==> src/rtl/ioctl_loader_pkg.sv <==
// Shared types and constants for the ioctl ROM loader: FSM states, stream
// indices, machine-select codes and a saturating counter helper.
package ioctl_loader_pkg;

   typedef enum logic [1:0] {
      IDLE = 2'd0,
      LOAD = 2'd1,
      HOLD = 2'd2,
      RUN  = 2'd3
   } state_e;

   localparam logic [7:0] IDX_ROM = 8'd0;
   localparam logic [7:0] IDX_MOD = 8'd1;
   localparam logic [7:0] IDX_DIP = 8'd254;

   localparam logic [7:0] MOD_BWIDOW   = 8'd0;
   localparam logic [7:0] MOD_GRAVITAR = 8'd1;
   localparam logic [7:0] MOD_LUNARBAT = 8'd2;
   localparam logic [7:0] MOD_SPACDUEL = 8'd3;

   function automatic logic [16:0] sat_inc17(input logic [16:0] v);
      logic [16:0] r;
      if (v == 17'h1FFFF) begin
         r = v;
      end else begin
         r = v + 17'd1;
      end
      return r;
   endfunction

endpackage

==> src/rtl/ioctl_edge_det.sv <==
// Rise/fall detector: compares a level against its registered copy from the
// previous clk cycle.
module ioctl_edge_det
   import ioctl_loader_pkg::*;
(
   input  logic clk_i,
   input  logic reset_i,
   input  logic level_i,
   output logic rise_o,
   output logic fall_o
);

   logic level_q;

   // Previous-cycle copy of the level.
   always_ff @(posedge clk_i) begin
      if (reset_i) begin
         level_q <= 1'b0;
      end else begin
         level_q <= level_i;
      end
   end

   assign rise_o = level_i & ~level_q;
   assign fall_o = ~level_i & level_q;

endmodule

==> src/rtl/ioctl_rom_loader.sv <==
// Demultiplexes the hps_io ioctl stream into ROM writes, machine select and
// DIP bank, and owns the core reset. Optional checksum: IOCTL_ROM_LOADER_CHECKSUM_EN.
module ioctl_rom_loader
   import ioctl_loader_pkg::*;
#(
   parameter logic [16:0] ROM_SIZE    = 17'h10000,
   parameter int          HOLD_CYCLES = 16,
   parameter logic [7:0]  DIP_DEFAULT = 8'h00
) (
   input  logic        clk_12,
   input  logic        reset,
   input  logic        ioctl_download,
   input  logic        ioctl_wr,
   input  logic [24:0] ioctl_addr,
   input  logic [7:0]  ioctl_dout,
   input  logic [7:0]  ioctl_index,
   output logic        dn_wr,
   output logic [15:0] dn_addr,
   output logic [7:0]  dn_data,
   output logic        mod_bwidow,
   output logic        mod_gravitar,
   output logic        mod_lunarbat,
   output logic        mod_spacduel,
   output logic [63:0] dip_sw,
   output logic        core_reset,
   output logic        rom_loaded,
   output logic        rom_overflow,
   output logic [16:0] byte_count,
   output logic [15:0] rom_sum
);

   localparam logic [15:0] HOLD_LOAD = 16'(HOLD_CYCLES - 1);

   logic rom_dl_s, dl_start_s, dl_end_s;
   logic in_range_s, accept_s, oob_s;
   logic dip_wr_s, mod_wr_s;

   logic        dn_wr_q;
   logic [15:0] dn_addr_q;
   logic [7:0]  dn_data_q;
   logic [16:0] byte_count_q, byte_count_d;
   logic        rom_overflow_q, rom_overflow_d;
   logic [7:0]  mod_q;
   logic [3:0]  mod_dec_q;
   logic [63:0] dip_q;
   state_e      state_q;
   logic [15:0] hold_cnt_q;
   logic        core_reset_q, rom_loaded_q;

   assign rom_dl_s   = ioctl_download & (ioctl_index == IDX_ROM);
   assign in_range_s = (ioctl_addr < {8'h00, ROM_SIZE});
   assign accept_s   = ioctl_wr & rom_dl_s & in_range_s;
   assign oob_s      = ioctl_wr & rom_dl_s & ~in_range_s;
   assign mod_wr_s   = ioctl_wr & (ioctl_index == IDX_MOD);
   assign dip_wr_s   = ioctl_wr & (ioctl_index == IDX_DIP) & (ioctl_addr[24:3] == 22'd0);

   ioctl_edge_det u_dl_edge (
      .clk_i   (clk_12),
      .reset_i (reset),
      .level_i (rom_dl_s),
      .rise_o  (dl_start_s),
      .fall_o  (dl_end_s)
   );

   // Per-download statistics: a dl_start clears first, a same-cycle byte then counts.
   always_comb begin
      byte_count_d   = dl_start_s ? 17'd0 : byte_count_q;
      rom_overflow_d = dl_start_s ? 1'b0 : rom_overflow_q;
      if (accept_s) begin
         byte_count_d = sat_inc17(byte_count_d);
      end else begin
         byte_count_d = byte_count_d;
      end
      if (oob_s) begin
         rom_overflow_d = 1'b1;
      end else begin
         rom_overflow_d = rom_overflow_d;
      end
   end

   // ROM write stream and download statistics registers.
   always_ff @(posedge clk_12) begin
      if (reset) begin
         dn_wr_q        <= 1'b0;
         dn_addr_q      <= 16'h0000;
         dn_data_q      <= 8'h00;
         byte_count_q   <= 17'd0;
         rom_overflow_q <= 1'b0;
      end else begin
         dn_wr_q        <= accept_s;
         byte_count_q   <= byte_count_d;
         rom_overflow_q <= rom_overflow_d;
         if (accept_s) begin
            dn_addr_q <= ioctl_addr[15:0];
            dn_data_q <= ioctl_dout;
         end
      end
   end

`ifdef IOCTL_ROM_LOADER_CHECKSUM_EN
   logic [15:0] rom_sum_q, rom_sum_d;

   // Checksum next value: cleared on dl_start, then the accepted byte is added.
   always_comb begin
      rom_sum_d = dl_start_s ? 16'h0000 : rom_sum_q;
      if (accept_s) begin
         rom_sum_d = rom_sum_d + {8'h00, ioctl_dout};
      end else begin
         rom_sum_d = rom_sum_d;
      end
   end

   // Checksum register.
   always_ff @(posedge clk_12) begin
      if (reset) begin
         rom_sum_q <= 16'h0000;
      end else begin
         rom_sum_q <= rom_sum_d;
      end
   end

   assign rom_sum = rom_sum_q;
`else
   assign rom_sum = 16'h0000;
`endif

   // Machine-select latch and its registered one-hot decode (unknown codes give all zero).
   always_ff @(posedge clk_12) begin
      if (reset) begin
         mod_q     <= MOD_BWIDOW;
         mod_dec_q <= 4'b0001;
      end else begin
         if (mod_wr_s) begin
            mod_q <= ioctl_dout;
         end
         mod_dec_q <= {mod_q == MOD_SPACDUEL, mod_q == MOD_LUNARBAT,
                       mod_q == MOD_GRAVITAR, mod_q == MOD_BWIDOW};
      end
   end

   // DIP bank: eight bytes, writable in any state.
   always_ff @(posedge clk_12) begin
      if (reset) begin
         dip_q <= {8{DIP_DEFAULT}};
      end else if (dip_wr_s) begin
         dip_q[{ioctl_addr[2:0], 3'b000} +: 8] <= ioctl_dout;
      end
   end

   // Download / core-reset state machine; core_reset is low only in RUN.
   always_ff @(posedge clk_12) begin
      if (reset) begin
         state_q      <= IDLE;
         hold_cnt_q   <= 16'h0000;
         core_reset_q <= 1'b1;
         rom_loaded_q <= 1'b0;
      end else begin
         case (state_q)
            IDLE: begin
               core_reset_q <= 1'b1;
               if (dl_start_s) begin
                  state_q <= LOAD;
               end
            end
            LOAD: begin
               core_reset_q <= 1'b1;
               if (dl_end_s) begin
                  if (byte_count_q != 17'd0) begin
                     state_q      <= HOLD;
                     hold_cnt_q   <= HOLD_LOAD;
                     rom_loaded_q <= 1'b1;
                  end else if (rom_loaded_q) begin
                     state_q    <= HOLD;
                     hold_cnt_q <= HOLD_LOAD;
                  end else begin
                     state_q <= IDLE;
                  end
               end
            end
            HOLD: begin
               if (dl_start_s) begin
                  state_q      <= LOAD;
                  core_reset_q <= 1'b1;
               end else if (hold_cnt_q == 16'h0000) begin
                  state_q      <= RUN;
                  core_reset_q <= 1'b0;
               end else begin
                  hold_cnt_q   <= hold_cnt_q - 16'h0001;
                  core_reset_q <= 1'b1;
               end
            end
            RUN: begin
               if (dl_start_s) begin
                  state_q      <= LOAD;
                  core_reset_q <= 1'b1;
               end else begin
                  core_reset_q <= 1'b0;
               end
            end
            default: begin
               state_q      <= IDLE;
               core_reset_q <= 1'b1;
            end
         endcase
      end
   end

   assign dn_wr        = dn_wr_q;
   assign dn_addr      = dn_addr_q;
   assign dn_data      = dn_data_q;
   assign mod_bwidow   = mod_dec_q[0];
   assign mod_gravitar = mod_dec_q[1];
   assign mod_lunarbat = mod_dec_q[2];
   assign mod_spacduel = mod_dec_q[3];
   assign dip_sw       = dip_q;
   assign core_reset   = core_reset_q;
   assign rom_loaded   = rom_loaded_q;
   assign rom_overflow = rom_overflow_q;
   assign byte_count   = byte_count_q;

endmodule
==> config.mk <==
export PLATFORM = sky130hd
export DESIGN_NAME = ioctl_rom_loader
export DESIGN_NICKNAME = d
export VERILOG_FILES = /design/src/rtl/ioctl_loader_pkg.sv /design/src/rtl/ioctl_edge_det.sv /design/src/rtl/ioctl_rom_loader.sv
export SDC_FILE = /design/constraint.sdc
export NUM_CORES = 1
export LEC_CHECK = 0
export BUFFER_PORTS_ARGS = -buffer_cell sky130_fd_sc_hd__buf_4
export CAP_MARGIN = 25
export CELL_PAD_IN_SITES_DETAIL_PLACEMENT = 1
export CELL_PAD_IN_SITES_GLOBAL_PLACEMENT = 2
export CORE_MARGIN = 5
export CORE_UTILIZATION = 33
export DETAILED_ROUTE_END_ITERATION = 10
export GPL_TIMING_DRIVEN = 0
export PLACE_DENSITY_LB_ADDON = 0.1
export SYNTH_ARGS = -nofsm -noshare
export SYNTH_HDL_FRONTEND = slang
export SYNTH_HIERARCHICAL = 1
export SYNTH_SLANG_ARGS = --single-unit
==> constraint.sdc <==
create_clock -name clk_12 -period 10.05 [get_ports clk_12]
set_input_delay 2.01 -clock clk_12 [delete_from_list [all_inputs] [get_ports clk_12]]
set_output_delay 2.01 -clock clk_12 [all_outputs]
set_load 0.1 [all_outputs]
# Yosys cells after proc, flatten, opt, wreduce, memory -nomap -nowiden
# Cells that the tools add are included.
totals:
  ff_bits: 140
  latchBits: 0
  ramBits: 0
  romBits: 0
  elab_cells: 82
  mem_count: 0
classes:
  addsub: 3
  n_mul: 0
  div_mod_pow: 0
  n_lt_le_gt_ge: 1
  n_eq_ne: 15
  shifts: 2
  mux: 23
  bitwise: 12
  n_reduce_logical: 13
op_table:
  columns: ["cell", "count"]
  rows:
  - ["$mux 16", 5]
  - ["$bwmux 64", 1]
  - ["$shift 8x8->64 const A", 1]
  - ["$shiftx 8x8->64", 1]
  - ["$mux 17", 3]
  - ["$pmux 16 s2", 1]
  - ["$lt 25x17->1 const B", 1]
  - ["$logic_not 22->1", 1]
  - ["$add 17x1->17 const B", 1]
  - ["$eq 17x17->1 const B", 1]
  - ["$reduce_bool 17->1", 1]
  - ["$eq 8x1->1 const B", 2]
  - ["$eq 8x2->1 const B", 2]
  - ["$logic_not 16->1", 1]
  - ["$logic_not 8->1", 2]
  - ["$sub 16x1->16 const B", 1]
  - ["$mux 2", 6]
  - ["$and 1x1->1", 9]
  - ["$eq 8x8->1 const B", 1]
  - ["$neg 6->8", 1]
  - ["$ne 2x2->1 const B", 3]
  - ["$ne 3x3->1 const B", 2]
  - ["$pmux 2 s3", 1]
  - ["$reduce_and 3->1", 2]
  - ["other kinds (10)", 19]

# Logic depth before layout (Yosys ltp)
# Gate-level depths: netlist (run 1).
logic_depth:
  word_depth: 7
  ltp_mapped: 12
  depth_no_buf: 10

# Cells and area by module
# The synthesis (run 1) kept the hierarchy.
by_module_without_submodules:
  columns: ["mod", "n_inst", "cells_each", "area_each_um2"]
  rows:
  - ["ioctl_rom_loader", 1, 695, 6222.2]
  - ["ioctl_edge_det", 1, 4, 38.8]

# Worst setup path before layout (run 1)
# No wires, ideal clock.
synth_timing:
  path_kind: "input port to flip-flop"
  startpoint: "in ioctl_index[4]"
  endpoint: "reg byte_count_q[11], in the netlist byte_count[11]"
  setup_time_ns: 0.121
  arrival_ns: 4.554
  setup_slack_ns: 5.376
  stages: 11
  path_buffers: 2
  path_cell_list: "nor4_1 -> and3_1 -> clkbuf_1 -> nor2b_1 -> clkbuf_1 -> nor2b_1 -> ha_1 -> nand4_1 -> o2111ai_1 -> nor3_1 -> mux2_2"
synth_via:
  elab_chain_cells: 7
  word_cells_on_any_way: 10
  classes_between: "1 x add/sub; 1 x eq/ne; 3 x mux; 4 x bitwise; 1 x reduce/logical"
synth_lines:
  columns: ["element", "line_no", "rtl"]
  rows:
  - ["from (decl)", "ioctl_rom_loader.sv:16", "input logic [7:0] ioctl_index,"]
  - ["$logic_not 8->1 (*)", "ioctl_rom_loader.sv:50", "assign rom_dl_s = ioctl_download & (ioctl_index == IDX_ROM);"]
  - ["$and 1x1->1 (*)", "ioctl_rom_loader.sv:50", null]
  - ["named net rom_dl_s", "ioctl_rom_loader.sv:34", "logic rom_dl_s, dl_start_s, dl_end_s;"]
  - ["$and 1x1->1 (*)", "ioctl_edge_det.sv:24", "assign rise_o = level_i & ~level_q;"]
  - ["named net dl_start_s", "ioctl_rom_loader.sv:34", null]
  - ["$mux 17 (*)", "ioctl_rom_loader.sv:67", "byte_count_d = dl_start_s ? 17'd0 : byte_count_q;"]
  - ["$add 17x1->17 or $eq 17x17->1 (tied branches)", "ioctl_loader_pkg.sv:26, ioctl_loader_pkg.sv:23", null]
  - ["$mux 17", "ioctl_loader_pkg.sv:23", "if (v == 17'h1FFFF) begin"]
  - ["$mux 17 (*)", "ioctl_rom_loader.sv:69", "if (accept_s) begin"]
  - ["to (signal assigned)", "ioctl_rom_loader.sv:91", "byte_count_q <= byte_count_d;"]
  - ["to (decl)", "ioctl_rom_loader.sv:41", "logic [16:0] byte_count_q, byte_count_d;"]
# Mark *: on every way through the listed nets, which the timed path passes. The rest lies on a longest branch.
# A chain may end at the register's enable or synchronous reset.

# Final worst setup path (run 1)
layout_timing:
  startpoint: "in ioctl_index[4]"
  endpoint: "reg hold_cnt_q[15]"
layout_via:
  word_cells_on_any_way: 8
  classes_between: "2 x eq/ne; 4 x bitwise; 2 x reduce/logical"
layout_rtl:
  columns: ["element", "line_no", "rtl"]
  rows:
  - ["$logic_not 8->1", "ioctl_rom_loader.sv:50", null]
  - ["$and 1x1->1", "ioctl_rom_loader.sv:50", null]
  - ["named net rom_dl_s", "ioctl_rom_loader.sv:34", null]
  - ["$and 1x1->1", "ioctl_edge_det.sv:24", null]
  - ["named net dl_start_s", "ioctl_rom_loader.sv:34", null]
  - ["$ne 2x2->1 (no source line)", null, null]
  - ["$reduce_and 5->1 (no source line)", null, null]
  - ["to (signal assigned)", "ioctl_rom_loader.sv:188", "hold_cnt_q <= hold_cnt_q - 16'h0001;"]
  - ["to (decl)", "ioctl_rom_loader.sv:47", "logic [15:0] hold_cnt_q;"]
# The timed path passes the listed nets, and every way through them passes these cells.

==> summary.md, run 1 <==
| Metric | Value |
|---|---|
| Status | `completed` |
| Die width | `~150 um` |
| Drt total wl | `21300 um` |
| GRT Total Usage | `0.194` |
| Post-synthesis area per instance | `8.96 sq um` |
| Ys Warns | `6` |
| Hold-fix buffers at CTS | `0` |
| Iteration-0 DRC Markers | `approximately 190` |
| Cell with the most instances after synthesis | `dfxtp_1` |
| Diodes inserted | `0` |
| DP Worst Slack | `4310 ps` |
| Residual DRC | `0` |
| Final Max Slew Viols | `0` |
| First-pass GRT wire length | `33500 um` |
| Sink Count | `140` |
| Initial antenna violation count | `0` |
| Total number of vias | `between 5000 and 6000` |
| Io pins | `about 170` |
| Deepest clock path buffer count | `2` |
| Worst EP required | `~10000 ps` |
| Synth area leader | `dfxtp_1` |
| Mapped Area | `roughly 6300 sq um` |
| Vias in the first global route | `between 6000 and 7000` |
| Initial core utilization | `0.335` |
| Max-Cap Viols | `0` |
| Largest net degree at the start of global routing | `17` |
| # resized after CTS | `0` |
| Crit path kind | `input pin to flip-flop` |
| TritonCTS buffer count | `17` |
| Placed cell count | `1097` |
| Crit start category | `input pin` |
| Rows | `50` |
| Die area | `21800 sq um` |
| Final Hold Viols | `0` |
| Htree depth | `4` |
| Critical-path maximum fanout | `10` |
| Main synth FF type | `dfxtp_1` |
| Layout area overhead | `32.7%` |
| Postcts setup bufs | `0` |
| First-pass iteration count of the detailed router | `7` |
| Clk slew on worst S/H paths | `60 ps` |
| Worst endpoint data arrival time | `5640 ps` |
| Post-synth EDFFs | `0` |
| Cell Count, Final, Fillers Out | `1129` |
| Fmax | `roughly 190 MHz` |
| TNS Setup | `0 ps` |
| Gpl congestion | `0.833` |
| Final worst slack | `4710 ps` |
| Vias/cell | `~5.1` |
| Clock root cell | `clkbuf_16` |
| Share of layout cells above drive strength 1 | `0.248` |
| Setup violators final | `0` |
| Cell leakage power | `3.86 nW` |
| Remaining global-route overflow | `0` |
| Clock skew | `5.64 ps` |
| Netlist cell types | `between 50 and 60` |
| Area contributors post-synth | `dfxtp_1 (45%), mux2i_1 (12%), nor2_1 (6.0%)` |
| Maximum vdd drop | `0.000107 V` |
| PD cells | `199 nW/um^2` |
| Asr flop ratio synth | `0` |
| CTS tree | `done` |
| Worst flop-to-flop path endpoint | `hold_cnt_q[11]` |
| RSZ-0062 raised after global routing | `no` |
| Port Buf Inserts | `149` |
| Worst reg2reg path startpoint | `hold_cnt_q[4]` |
| Final worst path period need | `5340 ps` |
| Syn Inst Count | `around 700` |
| Worst hold stages | `2` |
| Fin crit share | `0.531` |
| Core Footprint | `~19000 sq um` |
| Setup crit end kind | `flip-flop` |
| R2R depth | `6` |
| Min-delay src | `dn_data[5]` |
| Synth top area share | `0.448` |
| Synth top cells by count | `dfxtp_1 (140), nor2_1 (100), mux2i_1 (76)` |
| Flops & latches, synth | `140` |
| Hold Path Class | `flip-flop to flip-flop` |
| Final nets | `936` |
| Sequential area share after synthesis | `0.448` |
| Max-slew headroom | `0.325` |
| Flop-to-flop setup slack | `7130 ps` |
| DPL Wire Length | `approximately 16000 um` |
| Die Y-Extent | `148 um` |
| Worst skew pair latency | `420 ps` |
| DR WL/cell | `18.9 um` |
| Worst slew pin tran | `1000 ps` |
| Antenna Nets Post-Route | `0` |
| Hold endpoint | `dn_data[5]` |
sequential cells by signal, summed over array words and instances (netlist names):
name               flops
core_reset             1
hold_cnt_q            16
rom_overflow           1
state_q                2
mod_q                  8
rom_loaded             1
dip_sw                64
byte_count            17
dn_data                8
dn_addr               16
mod_dec_q              4
dn_wr                  1
u_dl_edge/level_q      1
cells by family after synthesis:
| family | Yosys count | synth area share |
|---|---|---|
| compound gates | 98 | 0.0981 |
| flops | 140 | 0.448 |
| xor+xnor | 2 | 0.00280 |
| simple gates | 297 | 0.254 |
| other cells | 1 | 0.000599 |
| mux | 77 | 0.123 |
| fa+ha+maj | 9 | 0.0180 |
| buf+inv | 75 | 0.0556 |
how the worst max path moves through the flow:
stage,startpoint,endpoint,slack [ps],cells past startpoint
final,ioctl_index[4],hold_cnt_q[15],4710,11
after global routing,ioctl_index[4],hold_cnt_q[11],4480,11
after CTS,ioctl_index[4],hold_cnt_q[15],4740,11
after detailed placement,ioctl_index[4],byte_count[11],4310,12
after global placement,ioctl_index[4],byte_count[11],4410,12
after floorplan,ioctl_index[4],byte_count[11],5380,11
per-stage QoR:
stage	util	hold WS (ps)	area [sq um]	total power [mW]
6_report	0.444	459	8310	1.65
5_1_grt	0.444	482	8310	1.74
4_1_cts	0.444	461	8310	1.66
3_5_place_dp	0.413	450	7730	1.04
3_3_place_gp	0.413	441	7730	1.01
2_1_floorplan	-	433	6320	0.917
metal layers:
| layer | global-route usage | vias to the layer above | part of all wire |
|---|---|---|---|
| li1 | - | 2820 | - |
| met1 | 0.223 | 2817 | 0.42 |
| met2 | 0.349 | 114 | 0.51 |
| met3 | 0.0671 | 21 | 0.062 |
| met4 | 0.0438 | 0 | 0.0089 |
| met5 | 0 | - | 0 |
placed cells by master, fill, tap and decap left out, drive strengths merged, types with 16 or more instances in the layout:
cell type	synthesis	layout
a21oi	48	48
buf	22	171
clkbuf	37	54
conb	1	16
dfxtp	140	140
inv	16	25
mux2i	76	76
nand2	73	73
nand4	18	18
nor2	100	100
nor4	17	17
or4	16	16
worst max-delay path, cell delays in order:
cell      delay, ps
buf_4           120
nor4_1          710
and3_1          260
clkbuf_1        320
nor2b_1         430
clkbuf_1        440
a211oi_1        180
o21ai_1         410
clkbuf_1        470
nor3_1          140
mux2i_1         150
report_power, final:
group	switching [mW]	internal, mW	leakage [nW]
Combinational	0.273	0.140	2.44
Clock	0.273	0.350	0.285
Sequential	0.0317	0.587	1.13
Total	0.577	1.08	3.86
layout make-up:
type / count / area (sq um)
buffer: 59 / 288
clock buffer: 17 / 425
clock inverter: 15 / 151
fill: 2251 / 10400
inverter: 16 / 60.1
multi-input combinational: 499 / 3170
sequential: 140 / 2800
tap: 234 / 293
timing repair buffer: 149 / 1120
Note: power is estimated with default switching activity, not from simulation.
==> run 2, diff against run 1 <==
--- a/config.mk
+++ b/config.mk
@@ -10,7 +10,7 @@
 export CELL_PAD_IN_SITES_DETAIL_PLACEMENT = 1
 export CELL_PAD_IN_SITES_GLOBAL_PLACEMENT = 2
 export CORE_MARGIN = 5
-export CORE_UTILIZATION = 33
+export CORE_UTILIZATION = 31
 export DETAILED_ROUTE_END_ITERATION = 10
 export GPL_TIMING_DRIVEN = 0
 export PLACE_DENSITY_LB_ADDON = 0.1
==> constraint.sdc (replaced) <==
create_clock -name clk_12 -period 5.2 [get_ports clk_12]
set_input_delay 1.04 -clock clk_12 [delete_from_list [all_inputs] [get_ports clk_12]]
set_output_delay 1.04 -clock clk_12 [all_outputs]
set_load 0.1 [all_outputs]
==> run 2 against run 1 <==
Compared with the run above: power is 93% higher; sequential cell count stayed put; combinational power is 92% higher; worst hold slack worse by 4.7 ps; via count is 0.31% higher; non-clock buffer count stayed put; first-iteration DRC count is 4.3% higher; final area is 0.71% higher; clock power is 93% higher; global-route usage is 1.3 points lower; sequential share of layout area is 0.24 points lower; count of clock-buffer cells in the layout is 1 higher; largest power group unchanged; highest routed layer unchanged.
==> summary.md, run 2 (synthesis results as in run 1) <==
| Metric | Value |
|---|---|
| DR WL/cell | `approximately 18 um` |
| Htree depth | `4` |
| Final worst path period need | `4240 ps` |
| Worst path top cell family by delay | `simple AND/OR/NAND/NOR gates` |
| Critical Path Source | `ioctl_index[4]` |
| Vias in the first global route | `slightly above 6000` |
| Crit-path slowest cell | `nor4_1` |
| Clock root cell | `clkbuf_16` |
| TNS Setup | `0 ps` |
| Crit path kind | `input pin to flip-flop` |
| Most frequent cells in the layout | `buf_4 (165), dfxtp_1 (140), nor2_1 (100)` |
| Maximum vdd drop | `0.000195 V` |
| Worst endpoint data arrival time | `4560 ps` |
| Crit start category | `input pin` |
| Status | `completed` |
| RSZ-0062 raised after global routing | `no` |
| First-pass GRT wire length | `roughly 34000 um` |
| Largest net degree at the start of global routing | `17` |
| GRT Total Usage | `0.182` |
| Setup crit end kind | `flip-flop` |
| Iteration-0 DRC Markers | `193` |
| Total number of vias | `5790` |
| Postcts setup bufs | `0` |
| First-pass iteration count of the detailed router | `4` |
| Clock skew | `7.26 ps` |
| Final Hold Viols | `0` |
| Initial core utilization | `0.312` |
| Vias/cell | `~5` |
| Remaining global-route overflow | `0` |
| Hold Path Class | `flip-flop to flip-flop` |
| Max-Cap Viols | `0` |
| Residual DRC | `0` |
| WHS | `454 ps` |
| Antenna Nets Post-Route | `0` |
| Min-delay src | `dn_addr[14]` |
| PD cells | `about 380 nW/um^2` |
| Initial antenna violation count | `0` |
| CP max stage delay | `about 600 ps` |
| Max-slew headroom | `0.412` |
| Clk slew on worst S/H paths | `70 ps` |
| Cell Chain, Critical Path | `buf_4 > nor4_1 > and3_1 > clkbuf_1 > nor2b_1 > clkbuf_1 > nor2b_1 > ha_1 > nand4_1 > o2111ai_1 > nor3_1 > mux2_2` |
| Hold-fix buffers at CTS | `0` |
| # resized after CTS | `0` |
| Port Buf Inserts | `149` |
| Worst reg2reg path startpoint | `hold_cnt_q[4]` |
| Final nets | `936` |
| Die Y-Extent | `152 um` |
| Sink Count | `140` |
| Cell leakage power | `slightly below 4 nW` |
| Critical-path maximum fanout | `10` |
| Die width | `152 um` |
| TritonCTS buffer count | `17` |
| Share of layout cells above drive strength 1 | `0.248` |
| Fin crit share | `0.816` |
| Gpl congestion | `0.797` |
| Worst slew pin tran | `873 ps` |
| Core Footprint | `roughly 20000 sq um` |
| Max FFs per register | `64` |
| CP bufs+invs | `3` |
| Diodes inserted | `0` |
| Commonest non-fill, non-tap cell in the layout | `buf_4` |
| Die area | `23100 sq um` |
| Rows | `52` |
| Layout area overhead | `33.6%` |
| Final Max Slew Viols | `0` |
| Worst EP required | `5510 ps` |
| Drt total wl | `21400 um` |
| Flop-to-flop setup slack | `2480 ps` |
| Setup violators final | `0` |
| Deepest clock path buffer count | `2` |
| Worst skew pair latency | `420 ps` |
| Io pins | `174` |
| DPL Wire Length | `16100 um` |
| CTS tree | `done` |
| Fmax | `236 MHz` |
-- run 2: cell count changes in the layout (fill, tap and decap cells not counted), sizes merged --
cell,before,now
clkinv,4,7
inv,25,22
bufinv,1,0
clkbuf,54,55
-- run 2: power by group --
| group | internal, mW | switching, mW |
|---|---|---|
| clock | 0.652 | 0.546 |
| combinational | 0.270 | 0.523 |
| sequential | 1.13 | 0.0597 |
| total | 2.05 | 1.13 |
-- run 2: final cells by class --
| class | instances | area, sq um |
|---|---|---|
| clock inverter | 14 | 151 |
| tap | 270 | 338 |
| buffer | 59 | 288 |
| fill | 2452 | 11700 |
| timing repair buffer | 149 | 1120 |
| inverter | 16 | 60.1 |
| clock buffer | 18 | 439 |
| multi-input combinational | 499 | 3170 |
| sequential | 140 | 2800 |
-- run 2: worst register-to-register path, delay by kind of cell (launching register included) --
kind                   cells  cell delay [ps]
AOI/OAI and AO/OA          2              300
buffers and inverters      1              480
DFF                        1              360
and+or+nand+nor            3             1510
-- run 2: worst paths after layout --
check | end | cells past startpoint
max | byte_count[11] | 12
min reg2reg | dn_addr[14] | 2
max reg2reg | hold_cnt_q[11] | 6
min | dn_addr[14] | 2
-- run 2: layer usage --
metal	vias to the layer above	global-route usage	part of all wire
met2	126	0.308	0.49
met5	-	0	0
met1	2836	0.217	0.43
met4	0	0.0539	0.014
li1	2810	-	-
met3	18	0.0657	0.062
-- run 2: metrics by stage --
stage	setup WS, ps	instances	utilization	power (mW)	instance area, sq um
after floorplan	1500	714	-	1.77	6320
final	958	1165	0.417	3.18	8360
after CTS	963	1165	0.417	3.21	8360
after global placement	645	1133	0.388	1.96	7770
after detailed placement	536	1133	0.388	2.00	7770
after global routing	682	1165	0.417	3.35	8360
